File: src/rtl/if_pkg.sv
// Shared types and constants for the RV32I fetch stage.
// Exports PC_W, NOP_I, the fetch FSM state enum, the IF/ID record type and a redirect-target helper.
// No ports; pure declarations.
package if_pkg;

  parameter int unsigned PC_W = 9;

  // addi x0,x0,0 -- the canonical bubble
  localparam logic [31:0] NOP_I = 32'h0000_0013;

  typedef enum logic {IF_RUN, IF_HALT} if_state_e;

  typedef struct packed {
    logic [PC_W-1:0] pc;
    logic [31:0]     instr;
    logic            valid;
  } if_id_t;

  localparam if_id_t IF_ID_BUBBLE = '{pc: '0, instr: NOP_I, valid: 1'b0};

  // Redirect targets are forced to word alignment; upper bits beyond the PC span are dropped.
  function automatic logic [PC_W-1:0] align_pc(input logic [31:0] addr);
    return {addr[PC_W-1:2], 2'b00};
  endfunction

endpackage

File: src/rtl/fetch_stage_if.sv
// Handshake/bus bundle between the fetch stage and its neighbours (branch unit, hazard unit, imem, decode).
// master: the environment driving redirect/stall/halt/instr and observing fetch outputs.
// slave : the fetch stage itself.
interface fetch_stage_if;
  import if_pkg::*;

  logic            pc_sel_i;
  logic [31:0]     br_pc_i;
  logic            stall_i;
  logic            halt_i;
  logic [31:0]     instr_i;
  logic [PC_W-1:0] pc_o;
  logic [PC_W-1:0] if_id_pc_o;
  logic [31:0]     if_id_instr_o;
  logic            if_id_valid_o;
  logic            halted_o;
  logic            misalign_o;
  logic [31:0]     fetch_cnt_o;
  logic [31:0]     flush_cnt_o;

  modport master (
    output pc_sel_i, br_pc_i, stall_i, halt_i, instr_i,
    input  pc_o, if_id_pc_o, if_id_instr_o, if_id_valid_o,
           halted_o, misalign_o, fetch_cnt_o, flush_cnt_o
  );

  modport slave (
    input  pc_sel_i, br_pc_i, stall_i, halt_i, instr_i,
    output pc_o, if_id_pc_o, if_id_instr_o, if_id_valid_o,
           halted_o, misalign_o, fetch_cnt_o, flush_cnt_o
  );

endinterface

File: src/rtl/if_id_reg.sv
// IF/ID pipeline register: loads a fetched record, holds, or is overwritten by a bubble.
// Ports: clk, rst_n (async active-low), load_i, bubble_i (wins over load_i), d_i, q_o.
// Latency 1 cycle; hold when neither control is asserted; reset value is the bubble.
module if_id_reg
  import if_pkg::*;
(
  input  logic   clk,
  input  logic   rst_n,
  input  logic   load_i,
  input  logic   bubble_i,
  input  if_id_t d_i,
  output if_id_t q_o
);

  if_id_t q_q;
  if_id_t q_d;

  always_comb begin
    q_d = q_q;
    if (bubble_i) begin
      q_d = IF_ID_BUBBLE;
    end else if (load_i) begin
      q_d = d_i;
    end
  end

  always_ff @(posedge clk or negedge rst_n) begin
    if (!rst_n) begin
      q_q <= IF_ID_BUBBLE;
    end else begin
      q_q <= q_d;
    end
  end

  assign q_o = q_q;

endmodule

File: src/rtl/fetch_stage.sv
// IF stage of the 5-stage RV32I pipeline: PC register, next-PC select, RUN/HALT FSM, IF/ID register.
// Ports: clk, rst_n (async active-low), bus (fetch_stage_if.slave: redirect/stall/halt/instr in,
//   pc/IF-ID/halted/misalign/perf counters out). All outputs are flops; redirect > halt > stall > advance.
// Optional macro IF_PERF_CNT_EN builds saturating fetch/flush counters; otherwise they read as 0.
module fetch_stage
  import if_pkg::*;
(
  input  logic          clk,
  input  logic          rst_n,
  fetch_stage_if.slave  bus
);

  logic [PC_W-1:0] pc_q, pc_d;
  if_state_e       state_q, state_d;
  logic            misalign_q, misalign_d;

  logic   ifid_load;
  logic   ifid_bubble;
  if_id_t ifid_d;
  if_id_t ifid_q;

  // Qualified events for this cycle; HALT masks every input.
  logic redirect;
  logic advance;

  always_comb begin
    redirect    = 1'b0;
    advance     = 1'b0;
    pc_d        = pc_q;
    state_d     = state_q;
    misalign_d  = 1'b0;
    ifid_load   = 1'b0;
    ifid_bubble = 1'b0;
    ifid_d      = '{pc: pc_q, instr: bus.instr_i, valid: 1'b1};

    if (state_q == IF_RUN) begin
      if (bus.pc_sel_i) begin
        // Redirect beats a same-cycle stall/halt: those came from wrong-path instructions.
        redirect    = 1'b1;
        pc_d        = align_pc(bus.br_pc_i);
        ifid_bubble = 1'b1;
        misalign_d  = |bus.br_pc_i[1:0];
      end else if (bus.halt_i) begin
        ifid_bubble = 1'b1;
        state_d     = IF_HALT;
      end else if (!bus.stall_i) begin
        advance     = 1'b1;
        pc_d        = pc_q + PC_W'(4);
        ifid_load   = 1'b1;
      end
    end
  end

  always_ff @(posedge clk or negedge rst_n) begin
    if (!rst_n) begin
      pc_q       <= '0;
      state_q    <= IF_RUN;
      misalign_q <= 1'b0;
    end else begin
      pc_q       <= pc_d;
      state_q    <= state_d;
      misalign_q <= misalign_d;
    end
  end

  if_id_reg u_if_id_reg (
    .clk      (clk),
    .rst_n    (rst_n),
    .load_i   (ifid_load),
    .bubble_i (ifid_bubble),
    .d_i      (ifid_d),
    .q_o      (ifid_q)
  );

`ifdef IF_PERF_CNT_EN
  logic [31:0] fetch_cnt_q, fetch_cnt_d;
  logic [31:0] flush_cnt_q, flush_cnt_d;

  always_comb begin
    fetch_cnt_d = fetch_cnt_q;
    flush_cnt_d = flush_cnt_q;
    if (advance && (fetch_cnt_q != 32'hFFFF_FFFF)) begin
      fetch_cnt_d = fetch_cnt_q + 32'd1;
    end
    if (redirect && (flush_cnt_q != 32'hFFFF_FFFF)) begin
      flush_cnt_d = flush_cnt_q + 32'd1;
    end
  end

  always_ff @(posedge clk or negedge rst_n) begin
    if (!rst_n) begin
      fetch_cnt_q <= '0;
      flush_cnt_q <= '0;
    end else begin
      fetch_cnt_q <= fetch_cnt_d;
      flush_cnt_q <= flush_cnt_d;
    end
  end

  assign bus.fetch_cnt_o = fetch_cnt_q;
  assign bus.flush_cnt_o = flush_cnt_q;
`else
  logic unused_cnt_events;
  assign unused_cnt_events = redirect ^ advance;
  assign bus.fetch_cnt_o   = 32'h0;
  assign bus.flush_cnt_o   = 32'h0;
`endif

  // Target bits above the PC span are intentionally dropped.
  logic unused_br_hi;
  assign unused_br_hi = ^bus.br_pc_i[31:PC_W];

  assign bus.pc_o          = pc_q;
  assign bus.if_id_pc_o    = ifid_q.pc;
  assign bus.if_id_instr_o = ifid_q.instr;
  assign bus.if_id_valid_o = ifid_q.valid;
  assign bus.halted_o      = (state_q == IF_HALT);
  assign bus.misalign_o    = misalign_q;

endmodule
File: src/flat_wrapper.sv
// flat-port wrapper written by rule: the top's interface ports become plain ports
module fetch_stage_flat import if_pkg::*;
  (clk, rst_n, bus_pc_sel_i, bus_br_pc_i, bus_stall_i, bus_halt_i, bus_instr_i, bus_pc_o, bus_if_id_pc_o, bus_if_id_instr_o, bus_if_id_valid_o, bus_halted_o, bus_misalign_o, bus_fetch_cnt_o, bus_flush_cnt_o);
  fetch_stage_if bus_i ();
  input  logic clk;
  input  logic rst_n;
  input wire logic [$bits(bus_i.pc_sel_i)-1:0] bus_pc_sel_i;
  input wire logic [$bits(bus_i.br_pc_i)-1:0] bus_br_pc_i;
  input wire logic [$bits(bus_i.stall_i)-1:0] bus_stall_i;
  input wire logic [$bits(bus_i.halt_i)-1:0] bus_halt_i;
  input wire logic [$bits(bus_i.instr_i)-1:0] bus_instr_i;
  output wire logic [$bits(bus_i.pc_o)-1:0] bus_pc_o;
  output wire logic [$bits(bus_i.if_id_pc_o)-1:0] bus_if_id_pc_o;
  output wire logic [$bits(bus_i.if_id_instr_o)-1:0] bus_if_id_instr_o;
  output wire logic [$bits(bus_i.if_id_valid_o)-1:0] bus_if_id_valid_o;
  output wire logic [$bits(bus_i.halted_o)-1:0] bus_halted_o;
  output wire logic [$bits(bus_i.misalign_o)-1:0] bus_misalign_o;
  output wire logic [$bits(bus_i.fetch_cnt_o)-1:0] bus_fetch_cnt_o;
  output wire logic [$bits(bus_i.flush_cnt_o)-1:0] bus_flush_cnt_o;
  assign bus_i.pc_sel_i = bus_pc_sel_i;
  assign bus_i.br_pc_i = bus_br_pc_i;
  assign bus_i.stall_i = bus_stall_i;
  assign bus_i.halt_i = bus_halt_i;
  assign bus_i.instr_i = bus_instr_i;
  assign bus_pc_o = bus_i.pc_o;
  assign bus_if_id_pc_o = bus_i.if_id_pc_o;
  assign bus_if_id_instr_o = bus_i.if_id_instr_o;
  assign bus_if_id_valid_o = bus_i.if_id_valid_o;
  assign bus_halted_o = bus_i.halted_o;
  assign bus_misalign_o = bus_i.misalign_o;
  assign bus_fetch_cnt_o = bus_i.fetch_cnt_o;
  assign bus_flush_cnt_o = bus_i.flush_cnt_o;
  fetch_stage u_core (.clk(clk), .rst_n(rst_n), .bus(bus_i));
endmodule
File: config.mk
export PLATFORM = sky130hd
export DESIGN_NAME = fetch_stage_flat
export DESIGN_NICKNAME = d
export VERILOG_FILES = /design/src/rtl/if_pkg.sv /design/src/rtl/fetch_stage_if.sv /design/src/rtl/if_id_reg.sv /design/src/rtl/fetch_stage.sv /design/src/flat_wrapper.sv
export SDC_FILE = /design/constraint.sdc
export NUM_CORES = 1
export LEC_CHECK = 0
export BUFFER_PORTS_ARGS = -buffer_cell sky130_fd_sc_hd__buf_2
export CAP_MARGIN = 20
export CORE_AREA = 2 2 68 102
export CTS_CLUSTER_SIZE = 16
export DETAILED_ROUTE_END_ITERATION = 12
export DIE_AREA = 0 0 70 104
export GPL_TIMING_DRIVEN = 0
export PLACE_DENSITY_LB_ADDON = 0.2
export SETUP_SLACK_MARGIN = 0.3
export SKIP_CTS_REPAIR_TIMING = 1
export SYNTH_ARGS = -nofsm -noshare
export SYNTH_HDL_FRONTEND = slang
export SYNTH_SLANG_ARGS = --single-unit
File: constraint.sdc
create_clock -name clk -period 1.7 [get_ports clk]
set_input_delay 0.34 -clock clk [delete_from_list [all_inputs] [get_ports clk]]
set_output_delay 0.34 -clock clk [all_outputs]
set_load 0.02 [all_outputs]
==> reports/qor.csv <==
metric,value,unit
TritonCTS Sinks,50,
GP Congestion,0.744,
Worst Path Arrival,1.02,ns
Synth Area per Inst,11.5,um2
vias in the first global route,1804,
maximum clock rate,0.735,GHz
final net count,460,
Tcrit/Tclk final,0.800,
combinational power share,0.275,
Chip Width,70,um
Reg2Reg Setup Slack,0.35,ns
CP Max Fanout,4,
maximum VDD drop,0.000471,V
area share of the largest cell type after synthesis,0.473,
Synth Warn #,0,
"count leader, synth",buf_4,
initial antenna violation count,0,
Final Core Density,0.554,
Buffers on Ports,96,
Total GRT Usage,0.148,
grt ovf,0,
Int Pwr,2.12,mW
clk buf depth,2,
first-pass GRT wire length,8730,um
Worst Max-Slew Pin Slew,0.516,ns
max incr delay on CP,0.43,ns
worst-path cell chain,buf_4 > buf_2,
crit-path leading delay family,flip-flops,
number of synthesized flops with an enable pin,0,
switching power of the nets,0.949,mW
Core Region,6400,um2
starting density of the core,0.389,
setup TNS,0,ns
Synth cell types,34,
Max Cap Viol,0,
die area,7280,um2
Final Instance Area,3540,um2
"slowest stage cell, crit path",dfrtp_2,
Ports,186,
CTS Buf Count,5,
unrepaired setup endpoints after global routing,true,
Seq cells post-synth,50,
Worst Setup End Kind,output port,
die height,104,um
mapped cell area,2490,um2
status,"finished, final reports clean",
CTS tree,built,
pin count of the biggest net entering global routing,36,
share of cells above drive strength 1,0.509,
Cells after Synth,216,
DR vias/cell,4.23,
DP Cell Count,454,
Leakage,2.05,nW
worst-case clock skew,0.00764,ns
post-synthesis async set-or-reset flop share,1.00,
"non-filler cells, final",467,
WP buf/inv,2,
DP HPWL,4280,um
pwr/cell area,867,nW/um2
Final Hold Viols,0,
Fillers,611,
WL per Instance,11.8,um
"top cells by area, synth","dfrtp_1 47%, buf_4 21%, a22o_1 13%",
row count,36,
cell taking the most area after synthesis,dfrtp_1,
H-Tree Depth,2,
CP startpoint kind,register,
Synth top cells by count,"69 x buf_4, 47 x dfrtp_1, 36 x a22o_1",
Clk pwr share,0.271,
vias,1977,
# DRC,0,
router iterations before antenna repair,4,
Antenna diodes,0,
Clock Latency Late Sink,0.30,ns
antenna-violating nets left,0,
drt total wl,5520,um
Final setup viols,0,
Placed Area,3350,um2
area delta synth->final,42.4,%
Worst-path clk slew,0.09,ns
Sw Share,0.309,
critical path class,register to output port,
Min-Delay Path Class,input pin to register,
CP required,1.36,ns
ys flop type,dfrtp_1,
Slew HR,0.656,
violation count after the first detailed-route iteration,51,
Slew Limit Fails,0,
clock period minus worst slack,1.36,ns
Root Buffer,clkbuf_8,
sequential power share,0.454,
register area share after synthesis,0.505,
-- cells in the final DEF, fill, tap and decap left out, types with 2 or more instances in the layout --
cell	netlist	final
nand2_1	3	3
and3_4	0	2
dfrtp_2	0	3
nor3_2	0	2
dfstp_2	3	3
clkbuf_8	0	5
o22ai_1	2	2
buf_6	2	8
and3_1	4	2
nor2_1	10	10
o22a_1	4	4
a21oi_1	4	4
a22o_1	36	36
buf_4	69	70
dfrtp_1	47	44
conb_1	1	66
mux2i_1	2	2
buf_2	5	98
a21o_1	2	2
and4_1	2	2
-- routing by layer --
metal / GRT usage / vias up / part of all wire
li1: - / 982 / -
met3: 0.0359 / 8 / 0.083
met2: 0.242 / 92 / 0.50
met1: 0.187 / 895 / 0.40
met4: 0.0549 / 0 / 0.016
met5: 0 / - / 0
-- power groups by stage --
stage	clock [mW]	sequential, mW	combinational, mW
after global placement	0	1.42	0.781
after floorplan	0	1.55	0.412
after global routing	0.922	1.41	0.918
after CTS	0.863	1.40	0.796
final	0.831	1.39	0.845
after detailed placement	0	1.43	0.793
-- layout make-up --
| type | count | area (um2) | share of cell area |
|---|---|---|---|
| flip-flops and latches | 50 | 1260 | 0.355 |
| multi-input cells | 153 | 933 | 0.264 |
| plain buffers | 77 | 602 | 0.170 |
| repair buffers | 102 | 538 | 0.152 |
| well taps | 76 | 95.1 | 0.0269 |
| clock buffers | 6 | 72.6 | 0.0205 |
| clock inverters | 2 | 37.5 | 0.0106 |
| inverters | 1 | 3.75 | 0.00106 |
-- per-stage QoR --
stage / setup WS (ns) / total power [mW] / hold WS [ns]
finish: 0.340 / 3.07 / 0.251
global route: 0.298 / 3.25 / 0.238
CTS: 0.213 / 3.06 / -0.0534
detailed placement: 0.129 / 2.22 / 0.281
global placement: 0.126 / 2.20 / 0.470
floorplan: 0.296 / 1.97 / 0.0444
-- kinds of logic (layout without fill, tap and decap cells) --
| kind of cell | Yosys count | count (layout) | synth area share |
|---|---|---|---|
| buf+inv | 78 | 188 | 0.230 |
| compound gates | 56 | 56 | 0.189 |
| flops | 50 | 50 | 0.505 |
| simple gates | 28 | 28 | 0.0614 |
| mux | 2 | 2 | 0.00805 |
| fa+ha+maj | 1 | 1 | 0.00503 |
| other cells | 1 | 66 | 0.00151 |
-- worst paths after layout --
check / startpoint / end / depth (start not counted)
max in group asynchronous: rst_n / u_core.u_if_id_reg.q_o[1]$_DFFE_PN1P_ / 3
min: bus_instr_i[7] / u_core.u_if_id_reg.q_o[8]$_DFFE_PN0P_ / 2
min reg2reg: u_core.u_if_id_reg.q_o[0]$_DFFE_PN0P_ / u_core.u_if_id_reg.q_o[0]$_DFFE_PN0P_ / 1
max reg2reg: u_core.bus.pc_o[2]$_DFFE_PN0P_ / u_core.bus.pc_o[8]$_DFFE_PN0P_ / 5
min in group asynchronous: rst_n / u_core.u_if_id_reg.q_o[27]$_DFFE_PN0P_ / 2
max: u_core.bus.pc_o[3]$_DFFE_PN0P_ / bus_pc_o[3] / 2
-- sequential cells by signal, summed over array words and instances, names as in the netlist --
register	flops
u_core.u_if_id_reg.q_o	41
u_core.bus.pc_o	7
u_core.bus.halted_o	1
u_core.bus.misalign_o	1
Power figures use the tool's default switching activity.
